File: src/rtl/paint_pkg.sv
// Shared types and constants for the paint cursor / VRAM write controller.
// The clear sweep in paint_ctrl is built only when PAINT_CLEAR_EN is defined.
package paint_pkg;

  typedef enum logic [1:0] {
    IDLE   = 2'd0,
    HOLD   = 2'd1,
    REPEAT = 2'd2,
    CLEAR  = 2'd3
  } state_t;

  localparam int DIR_UP    = 0;
  localparam int DIR_DOWN  = 1;
  localparam int DIR_LEFT  = 2;
  localparam int DIR_RIGHT = 3;

  localparam logic [11:0] CLEAR_COLOR = 12'h000;

  // A move is active when at least one axis has a non-cancelled button.
  function automatic logic move_active(input logic [3:0] dirc);
    return (dirc[DIR_UP] ^ dirc[DIR_DOWN]) | (dirc[DIR_LEFT] ^ dirc[DIR_RIGHT]);
  endfunction

endpackage

File: src/rtl/dir_repeat.sv
// Press-and-hold sequencer: one step on press, another after HOLD_CYC cycles,
// then one every REPEAT_CYC cycles while the move stays active.
module dir_repeat
  import paint_pkg::*;
#(
  parameter int HOLD_CYC   = 50_000_000,
  parameter int REPEAT_CYC = 5_000_000
) (
  input  logic   clk,
  input  logic   rst,
  input  logic   active,
  input  logic   abort,
  output logic   step,
  output state_t state
);

  localparam int MAX_CYC = (HOLD_CYC > REPEAT_CYC) ? HOLD_CYC : REPEAT_CYC;
  localparam int CW      = $clog2(MAX_CYC);
  localparam logic [CW-1:0] HOLD_LD   = CW'(HOLD_CYC - 1);
  localparam logic [CW-1:0] REPEAT_LD = CW'(REPEAT_CYC - 1);

  logic [CW-1:0] cnt;

  // step is a decode of the current state so the cursor moves on the very
  // edge that samples the press or the counter expiry.
  always_comb begin
    step = 1'b0;
    if (!abort && active) begin
      case (state)
        IDLE:        step = 1'b1;
        HOLD,
        REPEAT:      step = (cnt == '0);
        default:     step = 1'b0;
      endcase
    end
  end

  always_ff @(posedge clk) begin
    if (rst) begin
      state <= IDLE;
      cnt   <= '0;
    end else if (abort || !active) begin
      state <= IDLE;
      cnt   <= '0;
    end else begin
      case (state)
        IDLE: begin
          state <= HOLD;
          cnt   <= HOLD_LD;
        end
        HOLD,
        REPEAT: begin
          if (cnt == '0) begin
            state <= REPEAT;
            cnt   <= REPEAT_LD;
          end else begin
            cnt <= cnt - CW'(1);
          end
        end
        default: begin
          state <= IDLE;
          cnt   <= '0;
        end
      endcase
    end
  end

endmodule

File: src/rtl/paint_ctrl.sv
// Cursor, pen-write and full-screen clear controller for the drawing board VRAM.
// Define PAINT_CLEAR_EN to build the clear sweep; otherwise clr is ignored.
module paint_ctrl
  import paint_pkg::*;
#(
  parameter int XW         = 8,
  parameter int HOLD_CYC   = 50_000_000,
  parameter int REPEAT_CYC = 5_000_000
) (
  input  logic            clk,
  input  logic            rst,
  input  logic [3:0]      dirc,
  input  logic            draw,
  input  logic            clr,
  input  logic [3:0]      r,
  input  logic [3:0]      g,
  input  logic [3:0]      b,
  output logic [XW-1:0]   cur_x,
  output logic [XW-1:0]   cur_y,
  output logic            we,
  output logic [2*XW-1:0] waddr,
  output logic [11:0]     wdata,
  output logic            busy,
  output state_t          state
);

  localparam logic [XW-1:0] CENTRE = XW'(1) << (XW - 1);

  logic          active;
  logic          abort;
  logic          step;
  state_t        rep_state;
  logic [XW-1:0] nx;
  logic [XW-1:0] ny;

  assign active = move_active(dirc);

`ifdef PAINT_CLEAR_EN
  // A clr request holds the sequencer off in the same cycle it is sampled.
  assign abort = busy | clr;
`else
  logic unused_clr;
  assign unused_clr = clr;
  assign abort      = 1'b0;
  assign busy       = 1'b0;
`endif

  assign state = busy ? CLEAR : rep_state;

  dir_repeat #(
    .HOLD_CYC   (HOLD_CYC),
    .REPEAT_CYC (REPEAT_CYC)
  ) u_dir_repeat (
    .clk    (clk),
    .rst    (rst),
    .active (active),
    .abort  (abort),
    .step   (step),
    .state  (rep_state)
  );

  // Saturating per-axis step; a blocked axis does not stop the other one.
  always_comb begin
    nx = cur_x;
    ny = cur_y;
    if (step) begin
      if (dirc[DIR_RIGHT] && !dirc[DIR_LEFT] && cur_x != '1) nx = cur_x + XW'(1);
      if (dirc[DIR_LEFT] && !dirc[DIR_RIGHT] && cur_x != '0) nx = cur_x - XW'(1);
      if (dirc[DIR_DOWN] && !dirc[DIR_UP] && cur_y != '1)    ny = cur_y + XW'(1);
      if (dirc[DIR_UP] && !dirc[DIR_DOWN] && cur_y != '0)    ny = cur_y - XW'(1);
    end
  end

  always_ff @(posedge clk) begin
    if (rst) begin
      cur_x <= CENTRE;
      cur_y <= CENTRE;
    end else begin
      cur_x <= nx;
      cur_y <= ny;
    end
  end

  // Address and data only load on a pen write, so they keep the last
  // written pixel while we is low.
  always_ff @(posedge clk) begin
    if (rst) begin
      we    <= 1'b0;
      waddr <= '0;
      wdata <= '0;
`ifdef PAINT_CLEAR_EN
      busy  <= 1'b0;
`endif
    end else
`ifdef PAINT_CLEAR_EN
    if (busy) begin
      wdata <= CLEAR_COLOR;
      if (waddr == '1) begin
        busy <= 1'b0;
        we   <= 1'b0;
      end else begin
        we    <= 1'b1;
        waddr <= waddr + (2*XW)'(1);
      end
    end else if (clr) begin
      busy  <= 1'b1;
      we    <= 1'b1;
      waddr <= '0;
      wdata <= CLEAR_COLOR;
    end else
`endif
    begin
      we <= draw;
      if (draw) begin
        waddr <= {cur_y, cur_x};
        wdata <= {r, g, b};
      end
    end
  end

endmodule

File: config.mk
export PLATFORM = sky130hd
export DESIGN_NAME = paint_ctrl
export DESIGN_NICKNAME = d
export VERILOG_FILES = /design/src/rtl/paint_pkg.sv /design/src/rtl/dir_repeat.sv /design/src/rtl/paint_ctrl.sv
export SDC_FILE = /design/constraint.sdc
export NUM_CORES = 1
export LEC_CHECK = 0
export CORE_MARGIN = 3
export CORE_UTILIZATION = 48
export CTS_CLUSTER_DIAMETER = 50
export DETAILED_ROUTE_END_ITERATION = 12
export PLACE_DENSITY = 0.77
export SYNTH_ARGS = -nofsm -noshare
export SYNTH_HDL_FRONTEND = slang
export SYNTH_SLANG_ARGS = --single-unit
File: constraint.sdc
create_clock -name clk -period 2.95 [get_ports clk]
set_input_delay 0.59 -clock clk [delete_from_list [all_inputs] [get_ports clk]]
set_output_delay 0.59 -clock clk [all_outputs]
set_load 0.01 [all_outputs]
* Yosys cells after proc, flatten, opt, wreduce, memory -nomap -nowiden
Index checks and enable logic that the tools add are counted.
** Storage, ports and cells
- Register bits :: 73
- Output and inout bits :: 48
- Logic and storage cells :: 53
** Cells by class
- Add/subtract/negate cells :: 5
- Eq/ne operators :: 5
- Muxes and demuxes :: 10
- Bitwise logic cells :: 4
- Reduce and logical (&&, ||, !) cells :: 22
** Operators by type and width (number)
- $pmux W26 S2 :: 1
- $mux W8 :: 4
- $logic_not A26 Y1 :: 1
- $mux W26 :: 1
- $sub A26 B1 Y26 const B :: 1
- $add A8 B1 Y8 const B :: 2
- $ne A8 B8 Y1 const B :: 2
- $reduce_bool A8 Y1 :: 2
- $sub A8 B1 Y8 const B :: 2
- $logic_and A1 B1 Y1 :: 8
- $logic_not A1 Y1 :: 4
- $pmux W2 S2 :: 1
- $reduce_and A2 Y1 :: 2
- $reduce_bool A2 Y1 :: 2
- $reduce_or A2 Y1 :: 2
- $eq A2 B1 Y1 const B :: 1
- $eq A2 B2 Y1 const B :: 1
- $logic_not A2 Y1 :: 1
- $mux W2 :: 1
- $ne A2 B1 Y1 const B :: 1
- $pmux W1 S2 :: 1
- $xor A1 B1 Y1 :: 2
- $mux W1 :: 1
- $not A1 Y1 :: 1
- $or A1 B1 Y1 :: 1

* Logic depth before layout (Yosys ltp)
Gate-level depths: netlist of run 1.
- Depth after elaboration :: 5
- Mapped depth :: 10

* By module
Synthesis of run 1 repeated with hierarchy kept, for this count alone.
** Second synthesis, totals
- Cell total of the unflattened synthesis :: 414
- Area, all modules :: 3777.4 µm²
** Modules (own cells, without submodules)
- paint_ctrl :: times used 1, cells each 263, area an instance 2432.3 µm², seq. area each 900.9 µm²
- dir_repeat :: times used 1, cells each 151, area an instance 1345.0 µm², seq. area each 560.5 µm²

* Worst setup path after synthesis of run 1
OpenSTA, ideal clock, no wires.
- Path type :: register to register
- From :: reg cur_y[3]
- To :: reg cur_y[7]
- Library setup time :: 0.131 ns
- Arrival :: 2.729 ns
- Required time :: 2.819 ns
- Slack :: 0.090 ns
- Cell stages (with the launch flop) :: 10
- Clock period less this slack :: 2.860 ns
- Path through :: dfxtp_1 or4_1 o21ai_1 inv_1 ha_1 a21oi_1 o2111ai_1 a2111o_1 a211oi_1 a2111oi_0
** Between the ends
- Longest elaborated chain between the ends :: 4
** RTL lines
- from (decl) :: RTL line paint_ctrl.sv:19 : output logic [XW-1:0] cur_y,
- from (signal assigned) :: RTL line paint_ctrl.sv:80 : cur_y <= ny;
- parallel branches: the longest is 4 deep, another holds $add A8 B1 Y8
Several ways; the timed one is not identified. The select of a mux whose other input is x is not followed.
A chain may end at the register's enable or synchronous reset.

* Final worst setup path of run 1
- From :: reg cur_y[5]
- To :: reg cur_y[7]
Same word-level chain as after synthesis.

==> summary.md, run 1 <==
| Metric | Value |
|---|---|
| NumNets Final | 572 |
| Post-synth top area share | 39.0% |
| FILL cells | 583 |
| Synth Area per Inst | 8.70 um^2 |
| Arrival time at the worst endpoint | 3.03 ns |
| Syn Std Cell Area | 3750 um^2 |
| Initial antenna violation count | 0 |
| Fin. Hold Viols | 0 |
| Maximum vdd drop | 0.296 mV |
| CTS tree | yes |
| Async set or reset register ratio after synthesis | 0% |
| EDFF count, synth | 0 |
| Flop2flop setup slack | 0.15 ns |
| CTS Sinks | 73 |
| Max_cap viols | 0 |
| Wire per inst | 14.7 um |
| Drc violations | 0 |
| CTS Hold Buffers Added | 0 |
| RR Startpoint | cur_y[5] |
| Worst path required time | 3.17 ns |
| Number of global-route vias before repair | 3329 |
| Final antenna diode count | 0 |
| Critical path type | flop to flop |
| Starting Density | 50.6% |
| Fin crit share | 95.0% |
| Routed wire length | 9350 um |
| Post-route cell area | 4990 um^2 |
| I/O Pins | 68 |
| Total GRT Usage | 21.8% |
| Sequential-to-total area share from yosys stat | 39.0% |
| Synth Flop Type | dfxtp_1 |
| Overflow after GRT | 0 |
| Count leader, synth | dfxtp_1 |
| Crit path largest cell delay | 0.52 ns |
| CP Launch Point | cur_y[5] |
| Most instantiated cells after synthesis | 73 x dfxtp_1, 47 x nor2_1, 38 x a21oi_1 |
| # port buffers | 65 |
| Die W | 94.4 um |
| HPWL Detailed | 6780 um |
| Crit-path max FO | 7 |
| Slowest-stage cell, CP | or4_1 |
| Critical Path Sink | cur_y[7] |
| ANT nets after route | 0 |
| Largest net degree at the start of global routing | 44 |
| Setup bufs post-CTS | 0 |
| Final setup fails | 0 |
| Net count after synthesis | 473 |
| Die Span Y | 94.4 um |
| Post-CTS Resized | 0 |
| Final worst slack | 0.147 ns |
| Final Max Tran Viols | 0 |
| CP Capture Type | flop |
| Worst-Margin Slew | 1.18 ns |
| Largest area contributor in the netlist | dfxtp_1 |
| CTS root buffer | clkbuf_8 |
| Placed Area | 4740 um^2 |
| Core area | 7410 um^2 |
| CP Cell Sequence | or4_1 > o21ai_1 > inv_2 > ha_1 > a21oi_1 > o2111ai_1 > a2111o_1 > a211oi_2 > a2111oi_2 |
| First-pass GRT wire length | 15300 um |
| Reg2reg end | cur_y[7] |
| Hold Crit Class | flop to flop |
| Final cell count without fillers | 634 |
| PwrDens | 571 nW/um^2 |
| Final GP Congestion | 0.840 |
| YS warnings | 0 |
| Layout cells sized above 1 | 13.1% |
| Mapped Cells | 431 |
| Fmax | 0.357 GHz |
| Longest Clk Path Bufs | 2 |
| Placed cells | 618 |
| Count of different cell masters after synthesis | 47 |
| Startpoint Class | flop |
| Layout area overhead | 33.1% |
| Minimum clock period | 2.80 ns |
| Pleak | 2.04 nW |
| Die area | 8910 um^2 |
| H-tree depth | 3 |
| Vias/cell | 5.57 |
| Run status | completed |
| Worst-Skew Late Latency | 0.35 ns |
| Vias after detailed routing | 3534 |
| Overall Power | 2.85 mW |
| Drt initial violations | 167 |
| Clock Skews | 0.0106 ns |
| Drt first pass iters | 5 |
| Flop and latch count out of synthesis | 73 |
| Place WS | -0.255 ns |
| Placement row count | 31 |
| Worst-case reg-to-reg path depth | 9 |
| CTS Buf Count | 9 |
| Max-slew headroom | 21.3% |
| Clock transition at path regs | 0.08 ns |
| Synth area leaders | dfxtp_1 39%, mux2i_1 7.7%, ha_1 6.7%, a21oi_1 5.1%, nor2_1 4.7% |
## routing by layer
layer	wire, um	up-vias	GRT usage, %
li1	-	1749	-
met4	248	0	10.6
met3	596	24	4.78
met1	4160	1634	27.4
met5	0	-	0
met2	4350	127	35.6
## worst max-delay path: cells and delay by family, from the launching register on
family          cells  cell delay [ns]
fa+ha+maj           1             0.29
compound gates      6             1.38
flops               1             0.37
buf+inv             1             0.12
simple gates        1             0.52
## how the worst min path moves through the flow
stage	from	endpoint	depth (start not counted)
floorplan	u_dir_repeat.cnt[9]	u_dir_repeat.cnt[9]	2
global placement	wdata[7]	wdata[7]	2
detailed placement	waddr[7]	waddr[7]	2
CTS	wdata[5]	wdata[5]	2
global route	wdata[9]	wdata[9]	2
finish	wdata[9]	wdata[9]	2
## final cells by class
| cell class | instances | area (um^2) | share of cell area [%] |
|---|---|---|---|
| multi-input cells | 320 | 2160 | 43.2 |
| flip-flops and latches | 73 | 1460 | 29.3 |
| repair buffers | 105 | 941 | 18.8 |
| clock buffers | 12 | 155 | 3.11 |
| well taps | 99 | 124 | 2.48 |
| inverters | 21 | 78.8 | 1.58 |
| clock inverters | 4 | 73.8 | 1.48 |
## sequential cells by signal (all words and copies together) (netlist names)
register / cells
cur_x: 8
u_dir_repeat.cnt: 26
wdata: 12
cur_y: 8
u_dir_repeat.state: 2
waddr: 16
we: 1
## logic make-up after synthesis
kind of cell,count (synthesis),synth area share (%)
other,1,0.100
xor gates and xnor gates,26,6.07
adders and majority gates,22,7.74
AOI/OAI and AO/OA,98,15.7
and+or+nand+nor,144,19.6
muxes,29,7.74
buffers and inverters,38,4.00
DFF,73,39.0
## cell usage in the layout (no fill, tap or decap), types with 2 or more instances in the layout
| cell | count |
|---|---|
| nand2_1 | 14 |
| a311oi_1 | 2 |
| ha_1 | 20 |
| o21bai_1 | 2 |
| nand4_1 | 10 |
| o2111ai_1 | 4 |
| o41ai_1 | 2 |
| a21o_1 | 3 |
| o21a_1 | 6 |
| nor2_1 | 47 |
| clkdlybuf4s50_1 | 63 |
| or2_2 | 4 |
| clkbuf_8 | 11 |
| o21ai_1 | 3 |
| or3_1 | 3 |
| mux2i_1 | 29 |
| a2111o_1 | 3 |
| and4_1 | 2 |
| nor4_1 | 8 |
| fa_1 | 2 |
| bufinv_16 | 2 |
| xor2_1 | 8 |
| nand3_1 | 16 |
| dfxtp_1 | 73 |
| or2_1 | 2 |
| inv_2 | 2 |
| nand2b_1 | 2 |
| nor2b_1 | 8 |
| buf_4 | 40 |
| inv_1 | 18 |
| xnor2_1 | 18 |
| nor3_1 | 17 |
| a211oi_2 | 2 |
| or4_1 | 6 |
| a21oi_1 | 38 |
| o21ai_0 | 26 |
## stage by stage
step | hold slack (ns) | utilization, % | setup TNS, ns
after floorplan | 0.471 | - | 0
final | 0.494 | 67.4 | 0
after global placement | 0.473 | 64.0 | -0.197
after CTS | 0.504 | 67.1 | 0
after global routing | 0.527 | 67.4 | -0.0458
after detailed placement | 0.486 | 64.0 | -0.477
## power breakdown
| group | internal (mW) | switching, mW | total, mW |
|---|---|---|---|
| registers | 1.08 | 0.0737 | 1.15 |
| logic | 0.389 | 0.425 | 0.814 |
| clock network | 0.525 | 0.364 | 0.888 |
Note: power is estimated with default switching activity, not from simulation.
==> inputs of run 2 (changes only) <==
Settings changed: CORE_MARGIN 3 to 8, CORE_UTILIZATION 48 to 46, PLACE_DENSITY 0.77 to default, PLACE_DENSITY_LB_ADDON from default to 0.12.
==> run 2 against run 1 <==
Against the previous run:
- first-iteration DRC count up 18%
- critical endpoint is now cur_x[7]
- largest power group unchanged
- maximum frequency fell by 1.2%
- routed wire length rose by 6.7%
- combinational power is 3.1% higher
- critical path type is now primary input to flop
- non-clock buffer count grew 8
==> summary.md, run 2 (same netlist as run 1, synthesis figures left out) <==
| Metric | Value |
|---|---|
| Drc violations | 0 (unchanged) |
| Sequential power share | 38.8% (was 40.3%) |
| Final worst slack | 0.113 ns (was 0.147 ns) |
| Fin. Hold Viols | 0 (unchanged) |
| Vias after detailed routing | 3446 (was 3534) |
| Logic pwr share | 28.5% (about the same) |
| Critical path type | primary input to flop (was flop to flop) |
| Pleak | 2.09 nW (was 2.04 nW) |
| Hold Crit Class | flop to flop (unchanged) |
| Starting Density | 46.6% (was 50.6%) |
| Flop2flop setup slack | 0.15 ns (about the same) |
| Switching part of the total | 30.6% (was 30.2%) |
| Number of global-route vias before repair | 3372 (was 3329) |
| RR Startpoint | cur_x[7] (was cur_y[5]) |
| Reg2reg end | cur_x[7] (was cur_y[7]) |
| Hold Crit Depth | 2 (unchanged) |
| Longest Clk Path Bufs | 2 (unchanged) |
| First-pass GRT wire length | 16800 um (was 15300 um) |
| Final setup fails | 0 (unchanged) |
| Regs by FF count | u_dir_repeat.cnt: 26 flops, waddr: 16 flops, wdata: 12 flops (unchanged) |
| # port buffers | 65 (unchanged) |
| Max_cap viols | 0 (unchanged) |
| Fin crit share | 96.2% (was 95.0%) |
| Die area | 11300 um^2 (was 8910 um^2) |
| CTS tree | yes (unchanged) |
| Startpoint Class | primary input (was flop) |
| Placement row count | 33 (was 31) |
| Arrival time at the worst endpoint | 3.06 ns (was 3.03 ns) |
| Final Max Tran Viols | 0 (unchanged) |
| Post-route cell area | 5060 um^2 (was 4990 um^2) |
| Reg with most FFs | u_dir_repeat.cnt (unchanged) |
| Worst-case reg-to-reg path depth | 9 (unchanged) |
| Minimum clock period | 2.84 ns (was 2.80 ns) |
| Most frequent cells in the layout | 73 x dfxtp_1, 63 x clkdlybuf4s50_1, 48 x buf_4 (was 73 x dfxtp_1, 63 x clkdlybuf4s50_1, 47 x nor2_1) |
| Final GP Congestion | 0.894 (was 0.840) |
| CTS root buffer | clkbuf_8 (unchanged) |
| Setup bufs post-CTS | 0 (unchanged) |
| Clock power frac | 32.7% (was 31.1%) |
| Commonest non-fill, non-tap cell in the layout | dfxtp_1 (unchanged) |
| Number of flip-flops under the largest register name | 26 (unchanged) |
| Drt first pass iters | 4 (was 5) |
| I/O Pins | 68 (unchanged) |
| Layout area overhead | 35.0% (was 33.1%) |
| Wire per inst | 15.4 um (was 14.7 um) |
| ANT nets after route | 0 (unchanged) |
| Vias/cell | 5.32 (was 5.57) |
| Fmax | 0.353 GHz (was 0.357 GHz) |
| NetSw | 900 uW (was 863 uW) |
| Overflow after GRT | 0 (unchanged) |
| Internal power | 2.04 mW (was 1.99 mW) |
| WHS Endpoint | wdata[7] (was wdata[9]) |
| Largest net degree at the start of global routing | 33 (was 44) |
| Hold_sp | wdata[7] (was wdata[9]) |
| Layout cells sized above 1 | 13.4% (was 13.1%) |
| Overall Power | 2.94 mW (was 2.85 mW) |
| Clock transition at path regs | 0.08 ns (about the same) |
| Drt initial violations | 197 (was 167) |
| CTS Sinks | 73 (unchanged) |
| Worst-Margin Slew | 1.16 ns (was 1.18 ns) |
| H-tree depth | 3 (unchanged) |
| Clock Skews | 0.00594 ns (was 0.0106 ns) |
| NumNets Final | 580 (was 572) |
| Run status | completed (unchanged) |
| PwrDens | 581 nW/um^2 (was 571 nW/um^2) |
| Total GRT Usage | 18.2% (was 21.8%) |
| CP Capture Type | flop (unchanged) |
| Max-slew headroom | 22.9% (was 21.3%) |
| Placed Area | 4810 um^2 (was 4740 um^2) |
| Crit-path max FO | 7 (unchanged) |
| Place WS | -0.243 ns (was -0.255 ns) |
| Maximum vdd drop | 0.350 mV (was 0.296 mV) |
| CTS Buf Count | 9 (unchanged) |
| Core area | 8050 um^2 (was 7410 um^2) |
| Die W | 106 um (was 94.4 um) |
| Die Span Y | 106 um (was 94.4 um) |
| Routed wire length | 9970 um (was 9350 um) |
| CTS Hold Buffers Added | 0 (unchanged) |
| Worst-Skew Late Latency | 0.34 ns (was 0.35 ns) |
| Worst path required time | 3.18 ns (was 3.17 ns) |
| Initial antenna violation count | 0 (unchanged) |
| HPWL Detailed | 7270 um (was 6780 um) |
| Final antenna diode count | 0 (unchanged) |
run 2: cell types whose count changed in the layout (fill, tap and decap cells not counted), moves of 2 or more:
cell	delta
clkbuf_8	-2
a211oi_2	-2
a211oi_1	+2
inv_1	+2
inv_2	-2
buf_4	+8
run 2: layout make-up:
type	instances	area, um^2
clock buffers	10	128
clock inverters	6	115
fillers	742	2990
inverters	21	78.8
multi-input cells	320	2150
flip-flops and latches	73	1460
well taps	105	131
repair buffers	113	1000
run 2: critical path: stages:
cell and delay, ns:
clkdlybuf4s50_1 0.48, inv_1 0.05, ha_1 0.19, o21ai_1 0.10, inv_1 0.16, ha_1 0.32, a21oi_1 0.25, o2111ai_1 0.22
a2111o_1 0.41, a211oi_1 0.24, a211oi_1 0.07
run 2: power by group through the flow:
| stage | Combinational, mW | Sequential, mW | Clock, mW |
|---|---|---|---|
| after floorplan | 0.448 | 1.19 | 0 |
| after global placement | 0.815 | 1.16 | 0 |
| after detailed placement | 0.830 | 1.16 | 0 |
| after CTS | 0.838 | 1.14 | 0.983 |
| after global routing | 0.929 | 1.15 | 1.03 |
| final | 0.839 | 1.14 | 0.961 |
run 2: how the worst max path moves through the flow:
stage / start / to / slack (ns) / cells after the start
2_1_floorplan: cur_y[3] / cur_y[7] / 0.09 / 9
3_3_place_gp: dirc[3] / cur_x[7] / -0.15 / 11
3_5_place_dp: dirc[1] / cur_y[7] / -0.24 / 11
4_1_cts: dirc[1] / cur_y[7] / 0.13 / 11
5_1_grt: cur_y[3] / cur_y[7] / -0.0003 / 9
6_report: dirc[3] / cur_x[7] / 0.11 / 11
run 2: per-layer routing:
layer	GRT usage, %	vias up	part of all wire (%)
li1	-	1757	-
met1	23.1	1622	48
met2	29.9	60	47
met3	4.11	7	4.4
met4	5.93	0	0.68
met5	0	-	0
run 2: repair_timing:
item	4_1_cts	5_1_grt
hold endpoints to repair	0	0
setup endpoints to repair	0	1
resized for setup	0	2
run 2: metrics by stage:
step                      util [%]   TNS (ns)  std cells  hold WS [ns]
after floorplan                  -          0        431         0.471
after global placement        59.8     -0.270        632         0.471
after detailed placement      59.8     -0.462        632         0.482
after CTS                     62.8          0        648         0.502
after global routing          62.9  -0.000257        648         0.524
final                         62.9          0        648         0.494
==> inputs of run 3 (changes only) <==
Settings changed: CORE_UTILIZATION 46 to 49, CTS_BUF_LIST from default to sky130_fd_sc_hd__clkbuf_8, HOLD_SLACK_MARGIN from default to 0.15.
==> run 3 against run 2 <==
Against the previous run:
- power is 2.5% lower
- largest power group unchanged
- critical endpoint is now cur_y[7]
- maximum frequency is 0.64% higher
- die area down 5.2%
- sequential power is essentially flat
- critical path type is now flop to flop
- final area decreased by 0.59%
- register-to-register slack got worse by 0.02 ns
- utilization rose by 3.6 points
- combinational power shrank 2%
- flip-flop and latch count unchanged
==> summary.md, run 3 (same netlist as run 1, synthesis figures left out) <==
| Metric | Value |
|---|---|
| Run status | completed (unchanged) |
| Vias/cell | 5.43 (was 5.32) |
| I/O Pins | 68 (unchanged) |
| Total GRT Usage | 19.0% (was 18.2%) |
| Clock Skews | 0.00839 ns (was 0.00594 ns) |
| Layout area overhead | 34.2% (was 35.0%) |
| Worst-Skew Late Latency | 0.35 ns (was 0.34 ns) |
| Final core occ | 66.5% (was 62.9%) |
| Fin crit share | 95.5% (was 96.2%) |
| Startpoint Class | flop (was primary input) |
| Core area | 7570 um^2 (was 8050 um^2) |
| Worst-Margin Slew | 1.14 ns (was 1.16 ns) |
| CP Capture Type | flop (unchanged) |
| Setup bufs post-CTS | 0 (unchanged) |
| NumNets Final | 578 (was 580) |
| # port buffers | 65 (unchanged) |
| Critical path type | flop to flop (was primary input to flop) |
| Die Span Y | 103 um (was 106 um) |
| Setup tns final | 0 ns (unchanged) |
| Max_cap viols | 0 (unchanged) |
| HPWL Detailed | 7160 um (was 7270 um) |
| Placement row count | 32 (was 33) |
| Minimum clock period | 2.82 ns (was 2.84 ns) |
| Layout cells sized above 1 | 13.7% (was 13.4%) |
| Vias after detailed routing | 3490 (was 3446) |
| Overflow after GRT | 0 (unchanged) |
| PwrDens | 570 nW/um^2 (was 581 nW/um^2) |
| Drt initial violations | 134 (was 197) |
| Longest Clk Path Bufs | 2 (unchanged) |
| Die W | 103 um (was 106 um) |
| CTS Hold Buffers Added | 0 (unchanged) |
| Pleak | 2.07 nW (was 2.09 nW) |
| Placed Area | 4790 um^2 (was 4810 um^2) |
| Regs by FF count | u_dir_repeat.cnt: 26 flops, waddr: 16 flops, wdata: 12 flops (unchanged) |
| Worst path top cell family by delay | compound AO/OA/AOI/OAI gates (unchanged) |
| Fmax | 0.355 GHz (was 0.353 GHz) |
| Crit path largest cell delay | 0.50 ns (was 0.48 ns) |
| Starting Density | 49.6% (was 46.6%) |
| CP Buf/Inv Count | 1 (was 3) |
| Final worst slack | 0.131 ns (was 0.113 ns) |
| ANT nets after route | 0 (unchanged) |
| Final GP Congestion | 0.825 (was 0.894) |
| Final Max Tran Viols | 0 (unchanged) |
| Die area | 10700 um^2 (was 11300 um^2) |
| FILL cells | 639 (was 742) |
| Final hold slack | 0.495 ns (was 0.494 ns) |
| Largest net degree at the start of global routing | 30 (was 33) |
| CTS tree | yes (unchanged) |
| Number of flip-flops under the largest register name | 26 (unchanged) |
| Wire per inst | 15.1 um (was 15.4 um) |
| Drt first pass iters | 4 (unchanged) |
| CTS Buf Count | 9 (unchanged) |
| Arrival time at the worst endpoint | 3.06 ns (about the same) |
| Drc violations | 0 (unchanged) |
| Reg with most FFs | u_dir_repeat.cnt (unchanged) |
| Crit-path max FO | 7 (unchanged) |
| Most frequent cells in the layout | 73 x dfxtp_1, 63 x clkdlybuf4s50_1, 47 x nor2_1 (was 73 x dfxtp_1, 63 x clkdlybuf4s50_1, 48 x buf_4) |
| Routed wire length | 9710 um (was 9970 um) |
| Clock transition at path regs | 0.08 ns (about the same) |
| Post-route cell area | 5030 um^2 (was 5060 um^2) |
| First-pass GRT wire length | 16000 um (was 16800 um) |
| CTS Sinks | 73 (unchanged) |
| Place WS | -0.204 ns (was -0.243 ns) |
| Slowest-stage cell, CP | or4_1 (was clkdlybuf4s50_1) |
| Maximum vdd drop | 0.352 mV (was 0.350 mV) |
| Final antenna diode count | 0 (unchanged) |
| Worst path required time | 3.19 ns (was 3.18 ns) |
| CP Cell Sequence | or4_1 > o21ai_1 > inv_1 > ha_1 > nand3_1 > o2111ai_2 > a2111o_1 > a211oi_1 > a2111oi_1 (was clkdlybuf4s50_1 > inv_1 > ha_1 > o21ai_1 > inv_1 > ha_1 > a21oi_1 > o2111ai_1 > a2111o_1 > a211oi_1 > a211oi_1) |
| Hold Crit Class | flop to flop (unchanged) |
| Final setup fails | 0 (unchanged) |
| Initial antenna violation count | 0 (unchanged) |
| CTS root buffer | clkbuf_8 (unchanged) |
| Number of global-route vias before repair | 3357 (was 3372) |
| H-tree depth | 3 (unchanged) |
| Commonest non-fill, non-tap cell in the layout | dfxtp_1 (unchanged) |
| Fin. Hold Viols | 0 (unchanged) |
| Max-slew headroom | 23.8% (was 22.9%) |
run 3: cell count changes in the layout (fill, tap and decap cells not counted):
cell	previous run	this run
a21oi_1	38	37
bufinv_16	3	2
inv_2	0	1
buf_4	48	46
clkbuf_1	1	0
clkbuf_8	9	10
clkinv_2	0	1
a21oi_2	0	1
inv_1	20	19
run 3: routing by layer:
layer  vias up  global-route usage (%)  part of all wire (%)
li1       1752                       -                     -
met1      1629                    23.6                    44
met2        96                    31.1                    48
met3        13                    4.35                   6.4
met4         0                    7.01                   1.5
met5         -                       0                     0
run 3: tightest hold or removal path, cell delays in order, from the launching register on:
cell	delay [ns]
dfxtp_1	0.33
mux2i_1	0.06
nor2_1	0.07
run 3: through the flow:
stage	power, mW	instances
floorplan	1.64	431
global placement	1.96	627
detailed placement	1.98	627
CTS	2.88	643
global route	3.03	643
finish	2.87	643
run 3: worst paths after layout:
check	from	endpoint	slack, ns	cells after the start
setup / recovery	cur_y[5]	cur_y[7]	0.13	9
hold / removal	wdata[0]	wdata[0]	0.49	2
setup reg to reg	cur_y[5]	cur_y[7]	0.13	9
hold reg to reg	wdata[0]	wdata[0]	0.49	2
run 3: report_power, final:
group,internal [mW],switching [mW]
Clock,0.502,0.395
Combinational,0.394,0.431
Sequential,1.08,0.0683
Total,1.97,0.895
run 3: timing repair:
action | CTS | global route
endpoints found under the setup margin | 0 | 2
hold endpoints to repair | 0 | 0
resized for setup | 0 | 4
run 3: area by class of cell:
| class | instances | area, um^2 | area share [%] |
|---|---|---|---|
| flip-flops and latches | 73 | 1460 | 29.0 |
| clock buffers | 10 | 138 | 2.74 |
| multi-input cells | 320 | 2150 | 42.7 |
| well taps | 102 | 128 | 2.54 |
| inverters | 21 | 78.8 | 1.57 |
| repair buffers | 111 | 986 | 19.6 |
| clock inverters | 6 | 90.1 | 1.79 |
